## config.mk

```make
export PLATFORM = sky130hd
export DESIGN_NAME = pipe_output_collector
export DESIGN_NICKNAME = d
export VERILOG_FILES = /design/src/rtl/pipe_output_collector.sv
export SDC_FILE = /design/constraint.sdc
export NUM_CORES = 1
export LEC_CHECK = 0
export CORE_UTILIZATION = 40
export CTS_CLUSTER_SIZE = 20
export DETAILED_ROUTE_END_ITERATION = 16
export DONT_BUFFER_PORTS = 1
export SLEW_MARGIN = 20
export SYNTH_ARGS = -nofsm -noshare
export SYNTH_HDL_FRONTEND = slang
export SYNTH_SLANG_ARGS = --single-unit
```

## constraint.sdc

```tcl
create_clock -name clk -period 1.86 [get_ports clk]
set_input_delay 0.186 -clock clk [delete_from_list [all_inputs] [get_ports clk]]
set_output_delay 0.186 -clock clk [all_outputs]
set_load 0.1 [all_outputs]
```

## src/rtl/pipe_output_collector.sv

```systemverilog
// pipe_output_collector: credit-based result collector for a fixed-latency, non-stalling pipeline.
// Optional assertions: define PIPE_OUTPUT_COLLECTOR_ASSERT_EN.
module pipe_output_collector #(
    parameter int IN_W    = 1,
    parameter int OUT_W   = 1,
    parameter int LATENCY = 2,
    parameter int DEPTH   = 4
) (
    input  logic                     clk,
    input  logic                     rst,
    input  logic                     in_valid,
    output logic                     in_ready,
    input  logic [IN_W-1:0]          in_data,
    output logic [IN_W-1:0]          pipe_in,
    input  logic [OUT_W-1:0]         pipe_out,
    output logic                     out_valid,
    input  logic                     out_ready,
    output logic [OUT_W-1:0]         out_data,
    output logic [$clog2(DEPTH):0]   credits
);
    localparam int AW = $clog2(DEPTH);

    logic [LATENCY-1:0] sr;
    logic [OUT_W-1:0]   mem [DEPTH];
    logic [AW-1:0]      wp, rp;
    logic [AW:0]        cnt;
    logic               issue, pop, wr;

    assign in_ready  = credits != '0;
    assign issue     = in_valid && in_ready;
    assign out_valid = cnt != '0;
    assign pop       = out_valid && out_ready;
    assign wr        = sr[LATENCY-1];
    assign pipe_in   = in_data;
    assign out_data  = out_valid ? mem[rp] : '0;

    // Track in-flight issues, advance FIFO pointers/occupancy and credit count.
    always_ff @(posedge clk) begin
        if (rst) begin
            sr      <= '0;
            wp      <= '0;
            rp      <= '0;
            cnt     <= '0;
            credits <= (AW+1)'(DEPTH);
        end else begin
            sr      <= LATENCY'({sr, issue});
            wp      <= wr ? wp + AW'(1) : wp;
            rp      <= pop ? rp + AW'(1) : rp;
            cnt     <= cnt + (AW+1)'(wr) - (AW+1)'(pop);
            credits <= credits + (AW+1)'(pop) - (AW+1)'(issue);
        end
    end

    // Capture the pipeline result when its issue reaches the last stage.
    always_ff @(posedge clk) begin
        if (wr) mem[wp] <= pipe_out;
    end

`ifdef PIPE_OUTPUT_COLLECTOR_ASSERT_EN
    a_no_overflow: assert property (@(posedge clk) disable iff (rst)
        !(wr && !pop && cnt == (AW+1)'(DEPTH)))
        else $fatal(1, "pipe_output_collector: FIFO write when full");
    a_no_underflow: assert property (@(posedge clk) disable iff (rst)
        !(pop && cnt == '0))
        else $fatal(1, "pipe_output_collector: pop when empty");
    a_credit_range: assert property (@(posedge clk) disable iff (rst)
        credits <= (AW+1)'(DEPTH))
        else $fatal(1, "pipe_output_collector: credits exceed DEPTH");
`endif
endmodule

```

# == Word level (Yosys, flattened, before mapping) ==
# Memories as Yosys holds them, arrays and structs flattened. A register that Yosys moved wholly into a read port is not among the register bits.
# Cells that the tools add are included.
# op_classes
reduce_logical,4
n_addsub,6
muxes,5
# op_table
op,n
$add 3x1->3,2
$reduce_bool 3->1,2
$sub 3x1->3,2
$add 2x1->2 const B,2
$mux 2,2
$mux 1,3
$logic_and 1x1->1,2
# totals
memories,1
register_bits,12
ram_bits,4
in_bits,6
# memory_table
name,depth,width,read_ports,rd_clocked_by_memory_dff,wr,line_no,text
mem,4,1,1,1,1,24,logic [OUT_W-1:0] mem [DEPTH];

# == Depth between registers and ports, before layout ==
# depth
word_depth,4
ltp_mapped,7

# == Worst setup path after synthesis ==
# OpenSTA, ideal clock, no wires.
# synth_path
kind,reg2reg
startpoint,reg credits[1]
endpoint,reg credits[2]
path_slack_ps,-549
stages_incl_launch_ff,8
period_less_slack_ps,2409
arrival_time_ps,2289
path_cell_list,dfxtp_1 > o31a_1 > ha_1 > inv_1 > ha_1 > fa_1 > xnor3_1 > or2_1
# synth_between
elab_chain_len,3
# synth_rtl
element,line_no,text
from (decl),19,output logic [$clog2(DEPTH):0] credits
from (signal assigned),44,credits <= (AW+1)'(DEPTH);
from (signal assigned),50,credits <= credits + (AW+1)'(pop) - (AW+1)'(issue);
$reduce_bool 3->1,29,assign in_ready = credits != '0;
$logic_and 1x1->1,30,assign issue = in_valid && in_ready;
net issue,27,"logic issue, pop, wr;"
$sub 3x1->3,50,
# The timed path passes the listed nets, and every way through them passes these cells.
# A chain may end at the register's enable or synchronous reset.

# == Final worst setup path ==
# layout_path
startpoint,reg credits[2]
endpoint,reg credits[2]
# Same word-level chain as after synthesis.

==> out/results.tsv <==
stage	metric	value	unit
cts	htree depth	1	
sta	Slew @ Worst Pin	366	ps
logic_synthesis	Seq/Total Area, Yosys	45.3	%
routing	Pre-antenna DRT Iters	4	
final_layout	Final Instance Area	0.00109	sq mm
sta	final hold violation count	0	
logic_synthesis	Syn. warnings	0	
logic_synthesis	Gate Count Post-Synth	70	
cts	clock transition at the registers of the reported paths	90	ps
final_layout	fin cells	114	
logic_synthesis	Synth Register Bits	18	
cts	CTS tree	yes	
min_path	Worst Hold Class	input pin to flop	
cts	clock latency on the worst-skew pair	290	ps
global_route	vias in the first global route	551	
final_layout	final core occ	54.0	%
logic_synthesis	synthesized area	883	sq um
routing	routed vias/inst	4.55	
cts	Root Driver	clkbuf_4	
sta	Max-slew headroom	75.5	%
final_layout	area of the multi-input gates	465	sq um
placed_design	I/O Buffers	0	
worst_setup_path	Crit-path slowest cell	dfxtp_4	
sta	Setup Skew	1.26	ps
final_layout	commonest non-fill, non-tap cell in the layout	buf_4	
cts	buffer levels on the longest clock path	2	
final_layout	Layout area overhead	23.5	%
floorplan	Row Count	16	
worst_setup_path	Worst EP arrival	2120	ps
final_layout	FILL cells	187	
worst_setup_path	CP peak stage delay	350	ps
cts	CTS sink cnt	18	
sta	Final WS setup	-74.6	ps
floorplan	Initial Util	43.7	%
status	failing checks	negative setup slack	
placed_design	DP Wirelength	916	um
pwr	VDD IR max	1370	uV
global_route	Congestion Overflow GR	0	
cts	total CTS buffers	3	
status	status	complete, but fails checks	
final_layout	register area	415	sq um
routing	WL/cell	11.7	um
floorplan	I/O Pins	13	
global_route	largest net degree at the start of global routing	15	
worst_setup_path	CP Data Required Time	2050	ps
final_layout	commonest non-fill, non-tap cells in the layout	9 x buf_4, 8 x dfxtp_1, 7 x nor2b_1	
placed_design	area post-placement	985	sq um
floorplan	Die ar.	0.00240	sq mm
sta	Fin Hold WS	156	ps
logic_synthesis	Netlist cell types	23	
pwr	Leak	0.468	nW
worst_setup_path	CP Capture Type	flop	
global_route	Total GRT Usage	12.8	%
worst_setup_path	critical path peak fanout	2	
worst_setup_path	Setup Crit Path Kind	flop to flop	
sta	final setup fails	2	
floorplan	Horiz. Die Dim	49.0	um
sta	fin crit share	104	%
run	Max Cap Viol	0	
routing	Vias	519	
placed_design	placed instance count	103	
logic_synthesis	synthesized net count	85	
routing	Final ANT Viol Nets	0	
logic_synthesis	syn avg cell area	12.6	sq um
global_route	global-route wire length before repair	2230	um
sta	setup repair after global routing missed its margin	yes	
worst_setup_path	Cell Chain, Critical Path	o31a_1 -> ha_1 -> inv_1 -> ha_2 -> fa_2 -> xnor3_1 -> or2_1	
routing	DRT iter0 DRCs	7	
worst_setup_path	CP startpoint kind	flop	
floorplan	height of the die	49.0	um
floorplan	Placeable Area	0.00202	sq mm
final_layout	Antenna diodes	0	
final_layout	layout net count	103	
sta	FMAX	0.517	GHz
sta	min Tclk post-route	1930	ps
pwr	PwrDens	1670	mW/mm^2
placed_design	GPL Wtd Cong	0.647	
final_layout	share of cells above drive strength 1	35.6	%
routing	DRC Markers	0	
sta	Setup TNS Final	-78.4	ps
sta	max-slew violation count	0	
global_route	initial antenna violation count	0	
routing	final WL	1340	um
synthesized netlist by cell type:
library cell,number,area (sq um)
and2_1,5,31.3
buf_4,1,7.51
clkbuf_1,1,3.75
dfxtp_1,14,280
edfxtp_1,4,120
fa_1,2,40.0
ha_1,7,87.6
inv_1,6,22.5
mux2_2,2,22.5
mux2_4,2,30.0
mux2i_1,2,20.0
mux4_2,1,22.5
nor2_1,5,18.8
nor2b_1,8,50.1
o311ai_2,1,16.3
o31a_1,1,8.76
o31ai_4,1,21.3
or2_1,1,6.26
or2_2,1,6.26
or3_1,2,12.5
xnor2_1,1,8.76
xnor3_1,1,22.5
xor3_1,1,23.8
cells by family (layout without fill, tap and decap cells):
family	Yosys count	after routing	synth area share, %
flip-flops	18	18	45.3
adder cells (fa/ha/maj)	9	9	14.4
XOR/XNOR	3	3	6.23
buffers and inverters	8	25	3.82
AO/OA/AOI/OAI	3	3	5.24
multiplexers	7	7	10.8
AND/OR/NAND/NOR	22	22	14.2
report_power, final:
| group | total [mW] | internal [mW] | switching [mW] |
|---|---|---|---|
| sequential | 0.574 | 0.503 | 0.0715 |
| clock | 0.190 | 0.0780 | 0.112 |
| combinational | 1.06 | 0.414 | 0.647 |
| total | 1.83 | 0.995 | 0.831 |
per-layer routing:
| layer | part of all wire (%) | track usage [%] | vias up |
|---|---|---|---|
| met5 | 0 | 0 | - |
| met4 | 0.90 | 4.90 | 0 |
| met3 | 5.3 | 6.23 | 2 |
| met2 | 50 | 22.2 | 13 |
| met1 | 44 | 13.3 | 237 |
| li1 | - | - | 267 |
stage by stage:
| step | total power [mW] | setup slack [ps] |
|---|---|---|
| after floorplan | 1.43 | -165 |
| after global placement | 1.58 | -22.1 |
| after detailed placement | 1.59 | -56.0 |
| after CTS | 1.82 | -89.6 |
| after global routing | 1.96 | -148 |
| final | 1.83 | -74.6 |
area by class of cell:
cell class	count	area share, %
clock buffers	3	2.06
repair buffers	15	11.7
multi-input cells	44	42.7
clock inverters	1	0.344
flip-flops and latches	18	38.1
inverters	6	2.06
well taps	27	3.10
path summary, 6_finish.rpt:
path	startpoint	endpoint	slack (ps)	depth (start not counted)
setup / recovery	credits[2]	credits[2]	-70	7
hold / removal	out_ready	flop	160	2
setup reg to reg	credits[2]	credits[2]	-70	7
hold reg to reg	rp[0]	flop	610	2
what timing repair did:
action                                  CTS  global route
resized for setup                         1             5
endpoints found under the setup margin    3             4
hold buffers                              6             1
endpoints found under the hold margin    14             6
setup buffers                             0             1
pin swaps                                 1             3
cloned                                    0             0
critical path: cells and delay by family, from the launching register on:
family          cells  cell delay [ps]
buf+inv             1               40
xor+xnor            1              170
fa+ha+maj           3              760
flops               1              350
compound gates      1              310
simple gates        1              200
No activity file was read; power rests on OpenSTA's default activity.
